### src/rtl/ps2_rx.sv
// ps2_rx: PS/2 receive frame decoder; odd-parity checking enabled by defining PS2_RX_PARITY_CHECK_EN.
module ps2_rx #(
    parameter int TIMEOUT_CYCLES = 10000
) (
    input  logic       clk_i,
    input  logic       rst_i,
    input  logic       ps2_clk_i,
    input  logic       ps2_dat_i,
    output logic [7:0] ps2_data_o,
    output logic       ps2_data_val_o,
    output logic       frame_err_o
);
    localparam int TW = $clog2(TIMEOUT_CYCLES + 1);
    typedef enum logic [1:0] {IDLE, DATA, PARITY, STOP} state_t;
    state_t          state_q;
    logic [1:0]      clk_sync_q, dat_sync_q;
    logic            clk_last_q, par_ok_q;
    logic [2:0]      cnt_q;
    logic [7:0]      sh_q;
    logic [TW-1:0]   tmo_q, tmo_d;
    logic            fall, dat_s, timeout, par_ok;
    assign dat_s   = dat_sync_q[1];
    assign fall    = clk_last_q & ~clk_sync_q[1];
    assign timeout = state_q != IDLE && !fall && tmo_q == TW'(TIMEOUT_CYCLES);
`ifdef PS2_RX_PARITY_CHECK_EN
    assign par_ok = ^{sh_q, dat_s};
`else
    assign par_ok = 1'b1;
`endif
    always_comb begin
        tmo_d = (state_q == IDLE || fall) ? '0 : (tmo_q == TW'(TIMEOUT_CYCLES)) ? tmo_q : tmo_q + 1'b1;
    end
    always_ff @(posedge clk_i) begin
        if (rst_i) begin
            state_q        <= IDLE;
            clk_sync_q     <= 2'b11;
            dat_sync_q     <= 2'b11;
            clk_last_q     <= 1'b1;
            par_ok_q       <= 1'b0;
            cnt_q          <= '0;
            sh_q           <= '0;
            tmo_q          <= '0;
            ps2_data_o     <= '0;
            ps2_data_val_o <= 1'b0;
            frame_err_o    <= 1'b0;
        end else begin
            clk_sync_q     <= {clk_sync_q[0], ps2_clk_i};
            dat_sync_q     <= {dat_sync_q[0], ps2_dat_i};
            clk_last_q     <= clk_sync_q[1];
            tmo_q          <= tmo_d;
            ps2_data_val_o <= 1'b0;
            frame_err_o    <= 1'b0;
            // a falling edge takes priority over a timeout in the same cycle
            if (timeout) begin
                state_q     <= IDLE;
                frame_err_o <= 1'b1;
            end else if (fall) begin
                case (state_q)
                    IDLE: begin
                        cnt_q <= '0;
                        if (!dat_s) state_q <= DATA;
                    end
                    DATA: begin
                        sh_q  <= {dat_s, sh_q[7:1]};
                        cnt_q <= cnt_q + 3'd1;
                        if (cnt_q == 3'd7) state_q <= PARITY;
                    end
                    PARITY: begin
                        par_ok_q <= par_ok;
                        state_q  <= STOP;
                    end
                    STOP: begin
                        state_q <= IDLE;
                        if (dat_s && par_ok_q) begin
                            ps2_data_o     <= sh_q;
                            ps2_data_val_o <= 1'b1;
                        end else begin
                            frame_err_o <= 1'b1;
                        end
                    end
                endcase
            end
        end
    end
endmodule

### config.mk
export PLATFORM = sky130hd
export DESIGN_NAME = ps2_rx
export DESIGN_NICKNAME = d
export VERILOG_FILES = /design/src/rtl/ps2_rx.sv
export SDC_FILE = /design/constraint.sdc
export NUM_CORES = 1
export LEC_CHECK = 0
export ABC_AREA = 1
export BUFFER_PORTS_ARGS = -buffer_cell sky130_fd_sc_hd__buf_2
export CAP_MARGIN = 25
export CELL_PAD_IN_SITES_DETAIL_PLACEMENT = 0
export CELL_PAD_IN_SITES_GLOBAL_PLACEMENT = 2
export CORE_MARGIN = 2
export CORE_UTILIZATION = 31
export CTS_CLUSTER_SIZE = 12
export DETAILED_ROUTE_END_ITERATION = 6
export HOLD_SLACK_MARGIN = 0.06
export PLACE_DENSITY_LB_ADDON = 0.2
export SYNTH_ARGS = -nofsm -noshare
export SYNTH_HDL_FRONTEND = slang
export SYNTH_SLANG_ARGS = --single-unit
### constraint.sdc
create_clock -name clk_i -period 1.2 [get_ports clk_i]
set_input_delay 0.06 -clock clk_i [delete_from_list [all_inputs] [get_ports clk_i]]
set_output_delay 0.06 -clock clk_i [all_outputs]
set_load 0.005 [all_outputs]
==> summary.txt, run 1 <==
Die
  • Die Wd: 83.6 µm
  • Total core area: 6240 µm²
  • Die area: 6990 µm²
  • Initial Util: 0.315
  • Ports: 14
  • Die height: 83.6 µm
  • Site Rows: 29

Synthesis
  • Register area share after synthesis: 0.438
  • Yosys warnings: 0
  • Predominant post-synthesis flop cell: dfxtp_1
  • Synth top area cells: dfxtp_1 (44%), nand2_1 (11%), nor2_1 (8.4%)
  • Count leader, synth: nand2_1
  • Synth Instances: 261
  • Post-synth EDFFs: 0
  • Syn Nets: 273
  • Yosys top cell area share: 0.438
  • Yosys cell types: 28
  • Syn avg cell area: 7.53 µm²
  • Commonest cells in the netlist: nand2_1 (56), nor2_1 (44), dfxtp_1 (43)
  • Cell Area, Synth: 1970 µm²
  • Cell taking the most area after synthesis: dfxtp_1
  • Post-synthesis register bit count: 43
  • Post-synth ARST share: 0

Detailed routing
  • Total vias in the final route: 1719
  • Initial DRC Count: 66
  • Routed WL: 4450 µm
  • Antenna-violating nets left: 0
  • Wirelength per Cell: 11.5 µm
  • Vias per cell: 4.43
  • DRC: 0
  • Router iterations before antenna repair: 4

Worst setup path
  • Cell family with most CP delay: simple AND/OR/NAND/NOR gates
  • CP peak stage delay: 0.37 ns
  • Crit start category: register
  • Setup CP Type: register to register
  • Arrival time at the worst endpoint: 1.40 ns
  • CP max-delay cell: dfxtp_4
  • Largest fanout on the critical path: 3
  • CP Capture Type: register
  • CP Buf/Inv Count: 2
  • Cells along the critical path: inv_4, ha_4, nand3_4, nor2_4, buf_6, nand3_1, nand2_2, nor2_1
  • Worst endpoint required time: 1.40 ns

CTS
  • H-tree depth: 2
  • Worst-Skew Late Latency: 0.30 ns
  • Worst-path clk slew: 0.08 ns
  • CTS tree: done
  • Sink Count: 43
  • Num CTS Buffers: 5
  • Root buf cell: clkbuf_8
  • Clock Tree Buf Depth: 2

Final layout
  • Layout Nets: 322
  • Area occupied by multi-input gates: 1140 µm²
  • Sequential cell area: 880 µm²
  • ANT cells: 0
  • Layout cell share with drive strength beyond 1: 0.376
  • Layout area overhead: 38.0%
  • Final Non-Filler Cells: 388
  • FILL cells: 663

STA
  • Fin crit period: 1.20 ns
  • Final Max Tran Viols: 0
  • Final worst path period share: 1.00
  • Worst-Margin Slew: 0.332 ns
  • RSZ-0062 raised after global routing: true
  • Max_slew headroom: 0.779
  • Final Setup Violations: 0
  • Fmax: 833 MHz
  • Clock skew: 0.00763 ns
  • Setup slack after layout: 0.000102 ns
  • Endpoints failing hold: 0

Placed design
  • DP Worst Slack: -0.171 ns
  • HPWL Detailed: 3140 µm
  • Post-Place Cells: 369
  • Port buffer count: 13
  • GP Congestion: 0.782

Global route
  • First-pass GRT wire length: 7530 µm
  • Vias in the first global route: 1621
  • Initial antenna violation count: 0
  • Total GRT Usage: 0.135
  • Largest net degree at the start of global routing: 15
  • GRT overflow: 0

Power
  • Worst vdd ir: 0.775 mV
  • PwrDens: 1060 nW/µm²
  • Lkg Pwr: 1.02 nW
  • Overall Power: 0.00287 W

Run
  • Max-Cap Viols: 0

Status
  • Outcome: finished, final reports clean

Hold path
  • HP Class: input pin to register
==> state kept, by name, indices dropped and copies added (netlist names) <==
name and count:
clk_last_q 1, clk_sync_q 2, cnt_q 3, dat_sync_q 2, frame_err_o 1, par_ok_q 1
ps2_data_o 8, ps2_data_val_o 1, sh_q 8, state_q 2, tmo_q 14
==> final cells by class <==
type	count	area share
inverter	27	0.0438
clock inverter	3	0.0249
clock buffer	5	0.0254
multi-input combinational	188	0.420
sequential	43	0.324
tap	77	0.0355
timing repair buffer	45	0.126
==> per-layer routing <==
metal  part of all wire  up-vias  GRT usage
met5                  0        -          0
met4              0.011        0     0.0543
met3              0.022        4     0.0307
met2               0.46       15      0.208
met1               0.51      767      0.181
li1                   -      933          -
==> final timing paths <==
path                                          startpoint                  endpoint  slack [ns]  cells after the start
worst max-delay path               tmo_q[1]$_SDFFE_PP0P_     tmo_q[1]$_SDFFE_PP0P_      0.0001                      8
worst min register to register  dat_sync_q[0]$_SDFF_PP1_  dat_sync_q[1]$_SDFF_PP1_        0.42                      1
worst max register to register     tmo_q[1]$_SDFFE_PP0P_     tmo_q[1]$_SDFFE_PP0P_      0.0001                      8
worst min-delay path                               rst_i     clk_last_q$_SDFF_PP1_        0.07                      2
==> through the flow <==
step / hold slack [ns] / cell area (µm²) / setup TNS [ns] / util
floorplan: 0.164 / 1970 / 0 / -
global placement: 0.244 / 2270 / -1.19 / 0.363
detailed placement: 0.246 / 2270 / -2.34 / 0.363
CTS: 0.0710 / 2530 / -0.0448 / 0.406
global route: 0.0999 / 2710 / -0.699 / 0.435
finish: 0.0741 / 2710 / 0 / 0.435
==> power breakdown <==
group           total, W  internal, W  switching, W
Clock            0.00136     0.000830      0.000530
Combinational  0.0000800    0.0000360     0.0000440
Sequential       0.00143      0.00143    0.00000701
==> cells in the final DEF (no fill, tap or decap), types with 8 or more instances in the layout <==
master,instances
inv_1,15
buf_4,24
o21ai_1,11
nand3_1,11
nand2_1,49
nor2_1,39
dfxtp_1,34
nor2_2,8
buf_2,13
a21oi_1,18
nand2_2,8
==> cells by family after synthesis <==
group / share of synthesized area
DFF: 0.438
adders and majority gates: 0.0509
and+or+nand+nor: 0.344
AOI/OAI and AO/OA: 0.0936
xor gates and xnor gates: 0.00891
buffers and inverters: 0.0649
==> what timing repair did <==
action                                  CTS  global route
hold endpoints to repair                  2             0
gates resized for setup                  28            39
endpoints found under the setup margin   29            35
pin swaps                                10            16
hold buffers                              2             0
setup buffers                             3             5
cloned                                    1             0
Note: power is estimated with default switching activity, not from simulation.
==> inputs of run 2 (changes only) <==
--- a/config.mk
+++ b/config.mk
@@ -10,6 +10,7 @@
 export CAP_MARGIN = 25
 export CELL_PAD_IN_SITES_DETAIL_PLACEMENT = 0
 export CELL_PAD_IN_SITES_GLOBAL_PLACEMENT = 2
+export CORE_ASPECT_RATIO = 0.7
 export CORE_MARGIN = 2
 export CORE_UTILIZATION = 31
 export CTS_CLUSTER_SIZE = 12
==> summary.txt, run 2 (same netlist as run 1, synthesis figures left out) <==
Die
  • Initial Util: 0.318
  • Site Rows: 24
  • Ports: 14
  • Die height: 70.6 µm
  • Total core area: 6190 µm²
  • Die area: 7000 µm²
  • Die Wd: 99.2 µm

Global route
  • Total GRT Usage: 0.137
  • Largest net degree at the start of global routing: 14
  • Initial antenna violation count: 0
  • Vias in the first global route: 1549
  • First-pass GRT wire length: 7610 µm
  • GRT overflow: 0

Placed design
  • Port buffer count: 13
  • GP Congestion: 0.771
  • DP Worst Slack: -0.136 ns
  • Dpl cell area: 2260 µm²
  • HPWL Detailed: 3240 µm
  • Post-Place Cells: 369

STA
  • Final Max Tran Viols: 0
  • Clock skew: 0.00352 ns
  • RSZ-0062 raised after global routing: true
  • Final Setup Violations: 1
  • Fin crit period: 1.22 ns
  • Fmax: 821 MHz
  • Worst-Margin Slew: 0.318 ns
  • Max_slew headroom: 0.788
  • Setup slack after layout: -0.0174 ns
  • Hold Worst Slack: 0.415 ns
  • Endpoints failing hold: 0
  • Final worst path period share: 1.01

CTS
  • H-tree depth: 2
  • Clock Tree Buf Depth: 2
  • CTS tree: done
  • Worst-Skew Late Latency: 0.29 ns
  • Root buf cell: clkbuf_8
  • Sink Count: 43
  • Num CTS Buffers: 5
  • Worst-path clk slew: 0.08 ns

Detailed routing
  • Routed WL: 4700 µm
  • Wirelength per Cell: 12.1 µm
  • Initial DRC Count: 98
  • Total vias in the final route: 1751
  • Antenna-violating nets left: 0
  • Vias per cell: 4.51
  • DRC: 0
  • Router iterations before antenna repair: 4

Power
  • Lkg Pwr: 0.998 nW
  • PwrDens: 1050 nW/µm²
  • Worst vdd ir: 0.564 mV

Worst setup path
  • Arrival time at the worst endpoint: 1.44 ns
  • Reg2reg end: tmo_q[0]$_SDFFE_PP0P_
  • Flop2flop setup slack: -0.02 ns
  • Worst reg2reg startpoint: state_q[0]$_SDFFE_PP0P_
  • Largest fanout on the critical path: 5
  • CP Capture Type: register
  • Setup CP Type: register to register
  • Worst R2R Path Depth: 6
  • Worst endpoint required time: 1.42 ns
  • Crit start category: register

Hold path
  • WHS Path Cells: 1
  • Hold wc startpoint: dat_sync_q[0]$_SDFF_PP1_
  • Hold Path Sink: dat_sync_q[1]$_SDFF_PP1_
  • HP Class: register to register

Final layout
  • Commonest non-fill, non-tap cells in the layout: nand2_1 (48), nor2_1 (39), dfxtp_1 (31), buf_4 (24), a21oi_1 (19)
  • Largest registers: tmo_q x14, ps2_data_o x8, sh_q x8
  • Final Non-Filler Cells: 388
  • Layout Nets: 321
  • Most common cell after layout, fill and taps aside: nand2_1
  • FILL cells: 643
  • Biggest register: tmo_q
  • Number of flip-flops in the largest register: 14
  • ANT cells: 0
  • Layout area overhead: 38.8%
  • Fin area: 2730 µm²
  • Layout cell share with drive strength beyond 1: 0.374

Run
  • Max-Cap Viols: 0

Status
  • Failing checks: negative setup slack
  • Outcome: finished with violations
run 2: cell types whose count changed in the layout (fill, tap and decap cells not counted), moves of 2 or more:
cell,previous run,this run
buf_6,5,3
dfxtp_1,34,31
dfxtp_2,6,9
ha_2,2,0
inv_4,5,2
nor2_2,8,6
nor2_4,4,6
run 2: layout make-up:
type	instances	area [µm²]	area share
tap	78	97.6	0.0358
inverter	27	119	0.0436
timing repair buffer	44	329	0.121
sequential	43	883	0.324
clock inverter	2	60.1	0.0220
multi-input combinational	188	1170	0.428
clock buffer	6	72.6	0.0266
run 2: worst max-delay path by stage:
stage | start | endpoint | slack [ns] | depth (start not counted)
6_report | state_q[0]$_SDFFE_PP0P_ | tmo_q[0]$_SDFFE_PP0P_ | -0.02 | 6
5_1_grt | state_q[0]$_SDFFE_PP0P_ | tmo_q[0]$_SDFFE_PP0P_ | -0.09 | 6
4_1_cts | state_q[0]$_SDFFE_PP0P_ | tmo_q[1]$_SDFFE_PP0P_ | -0.002 | 6
3_5_place_dp | state_q[0]$_SDFFE_PP0P_ | tmo_q[5]$_SDFFE_PP0P_ | -0.14 | 5
3_3_place_gp | state_q[0]$_SDFFE_PP0P_ | cnt_q[1]$_SDFFE_PP0P_ | -0.09 | 6
2_1_floorplan | state_q[0]$_SDFFE_PP0P_ | cnt_q[1]$_SDFFE_PP0P_ | 0.02 | 5
run 2: power breakdown:
group	internal, W	total (W)	switching [W]
clock network	0.000832	0.00134	0.000511
registers	0.00143	0.00144	0.00000763
logic	0.0000373	0.0000845	0.0000472
total	0.00230	0.00286	0.000566
run 2: per-stage QoR:
step | total power [W] | TNS (ns) | utilization
4_1_cts | 0.00290 | -0.00295 | 0.413
3_5_place_dp | 0.00154 | -1.96 | 0.365
2_1_floorplan | 0.00152 | 0 | -
6_report | 0.00286 | -0.0174 | 0.441
5_1_grt | 0.00296 | -1.07 | 0.441
3_3_place_gp | 0.00154 | -0.955 | 0.365
run 2: critical path: stages (launching register included):
cell	delay, ns
dfxtp_4	0.40
inv_4	0.04
ha_4	0.17
nor3_4	0.22
buf_6	0.15
nand2_1	0.05
nor2_1	0.10
run 2: timing repair:
item,CTS,global route
gates resized for setup,29,43
hold endpoints to repair,3,0
buffers inserted,2,5
hold buffers,3,0
cloned,1,0
pin swaps,9,18
setup endpoints to repair,29,37
run 2: metal layers:
metal	track usage	wire (µm)	part of all wire
met3	0.0326	91	0.019
met4	0.0320	14	0.0030
met1	0.221	2780	0.59
met5	0	0	0
met2	0.179	1820	0.39
==> inputs of run 3 (changes only) <==
--- a/config.mk
+++ b/config.mk
@@ -17,6 +17,7 @@
 export DETAILED_ROUTE_END_ITERATION = 6
 export HOLD_SLACK_MARGIN = 0.06
 export PLACE_DENSITY_LB_ADDON = 0.2
+export REMOVE_ABC_BUFFERS = 1
 export SYNTH_ARGS = -nofsm -noshare
 export SYNTH_HDL_FRONTEND = slang
 export SYNTH_SLANG_ARGS = --single-unit
==> summary.txt, run 3 (same netlist as run 1, synthesis figures left out) <==
CTS
  • Root buf cell: clkbuf_8
  • Worst-Skew Late Latency: 0.30 ns
  • Clock Tree Buf Depth: 2
  • H-tree depth: 2
  • CTS tree: done
  • Worst-path clk slew: 0.09 ns
  • Sink Count: 43
  • Num CTS Buffers: 5

Final layout
  • Biggest register: tmo_q
  • Commonest non-fill, non-tap cells in the layout: nand2_1 (44), nor2_1 (38), dfxtp_1 (32), buf_4 (30), a21oi_1 (16)
  • Layout area overhead: 42.3%
  • Most common cell after layout, fill and taps aside: nand2_1
  • Number of flip-flops in the largest register: 14
  • ANT cells: 0
  • Layout cell share with drive strength beyond 1: 0.442
  • Layout Nets: 328
  • Largest registers: tmo_q x14, ps2_data_o x8, sh_q x8

Die
  • Die Wd: 99.2 µm
  • Ports: 14
  • Die height: 70.6 µm
  • Initial Util: 0.318
  • Total core area: 6190 µm²
  • Site Rows: 24
  • Die area: 7000 µm²

STA
  • Max_slew headroom: 0.696
  • Hold Worst Slack: 0.145 ns
  • Fin crit period: 1.21 ns
  • Fmax: 830 MHz
  • Clock skew: 0.00747 ns
  • Final Max Tran Viols: 0
  • Setup slack after layout: -0.00510 ns
  • Endpoints failing hold: 0
  • Final Setup Violations: 1
  • Worst-Margin Slew: 0.455 ns
  • RSZ-0062 raised after global routing: true
  • Setup_tns: -0.00510 ns
  • Final worst path period share: 1.00

Detailed routing
  • DRC: 0
  • Total vias in the final route: 1746
  • Routed WL: 4830 µm
  • Vias per cell: 4.42
  • Router iterations before antenna repair: 6
  • Initial DRC Count: 54
  • Wirelength per Cell: 12.2 µm
  • Antenna-violating nets left: 0

Global route
  • First-pass GRT wire length: 7820 µm
  • Initial antenna violation count: 0
  • Total GRT Usage: 0.140
  • Largest net degree at the start of global routing: 18
  • GRT overflow: 0
  • Vias in the first global route: 1602

Worst setup path
  • Cell family with most CP delay: simple AND/OR/NAND/NOR gates
  • CP Capture Type: register
  • CP max-delay cell: dfxtp_4
  • Setup CP Type: register to register
  • Worst endpoint required time: 1.40 ns
  • CP peak stage delay: 0.38 ns
  • Cells along the critical path: inv_4, ha_4, nand3_2, nor2_4, buf_4, nand3_1, nand2_2, nor2_1
  • Largest fanout on the critical path: 3
  • Crit start category: register
  • Arrival time at the worst endpoint: 1.40 ns
  • CP Buf/Inv Count: 2

Power
  • Worst vdd ir: 0.418 mV
  • PwrDens: 896 nW/µm²
  • Lkg Pwr: 1.03 nW

Status
  • Failing checks: negative setup slack
  • Outcome: finished with violations

Hold path
  • HP Class: input pin to register

Placed design
  • HPWL Detailed: 3260 µm
  • GP Congestion: 0.813
  • Port buffer count: 13

Run
  • Max-Cap Viols: 0
## run 3: cell count changes in the layout (fill, tap and decap cells not counted), moves of 3 or more
| cell | before | now |
|---|---|---|
| nand2_2 | 8 | 11 |
| a21oi_1 | 19 | 16 |
| a21oi_2 | 2 | 5 |
| o21ai_1 | 10 | 7 |
| nand2_1 | 48 | 44 |
| buf_4 | 24 | 30 |
| o21ai_2 | 2 | 6 |
## run 3: layer usage
metal	up-vias	wire length (µm)	track usage
met5	-	0	0
met4	0	29	0.0274
met3	4	120	0.0336
met2	14	1850	0.196
met1	771	2830	0.218
li1	957	-	-
## run 3: area by class of cell
type,instances,area [µm²]
tap,78,97.6
inverter,27,124
clock buffer,5,68.8
timing repair buffer,49,359
sequential,43,880
clock inverter,3,23.8
fill,652,3390
multi-input combinational,190,1240
## run 3: final timing paths
| check | cells after the start | slack (ns) | end | from |
|---|---|---|---|---|
| worst max-delay path | 8 | -0.005 | tmo_q[0]$_SDFFE_PP0P_ | tmo_q[0]$_SDFFE_PP0P_ |
| worst min-delay path | 4 | 0.15 | tmo_q[10]$_SDFFE_PP0P_ | rst_i |
| worst max register to register | 8 | -0.005 | tmo_q[0]$_SDFFE_PP0P_ | tmo_q[0]$_SDFFE_PP0P_ |
| worst min register to register | 1 | 0.42 | dat_sync_q[1]$_SDFF_PP1_ | dat_sync_q[0]$_SDFF_PP1_ |
## run 3: worst reg2reg max path, delay by kind of cell (launching register included)
family                     cells  cell delay, ns
DFF                            1            0.38
buffers and inverters          2            0.18
adders and majority gates      1            0.14
and+or+nand+nor                5            0.40
## run 3: metrics by stage
stage / std cells / instance area, µm² / utilization / power [W] / setup WS, ns
after global placement: 377 / 2320 / 0.375 / 0.00154 / -0.166
after detailed placement: 377 / 2320 / 0.375 / 0.00154 / -0.163
after floorplan: 257 / 1940 / - / 0.00151 / -0.00587
final: 395 / 2800 / 0.452 / 0.00251 / -0.00510
after CTS: 389 / 2550 / 0.413 / 0.00255 / -0.00723
after global routing: 395 / 2800 / 0.452 / 0.00262 / -0.0915
## run 3: timing repair
item / in CTS / in global routing
pin swaps: 8 / 29
setup endpoints to repair: 36 / 37
buffers inserted: 1 / 4
endpoints found under the hold margin: 2 / 0
hold buffers: 2 / 0
resized for setup: 28 / 62
gates cloned: 1 / 2
## run 3: power by group
group	switching [W]	total (W)	internal, W	leakage, nW
combinational	0.0000528	0.0000896	0.0000368	0.635
clock	0.000559	0.000977	0.000417	0.0408
sequential	0.00000934	0.00144	0.00143	0.352
total	0.000622	0.00251	0.00188	1.03
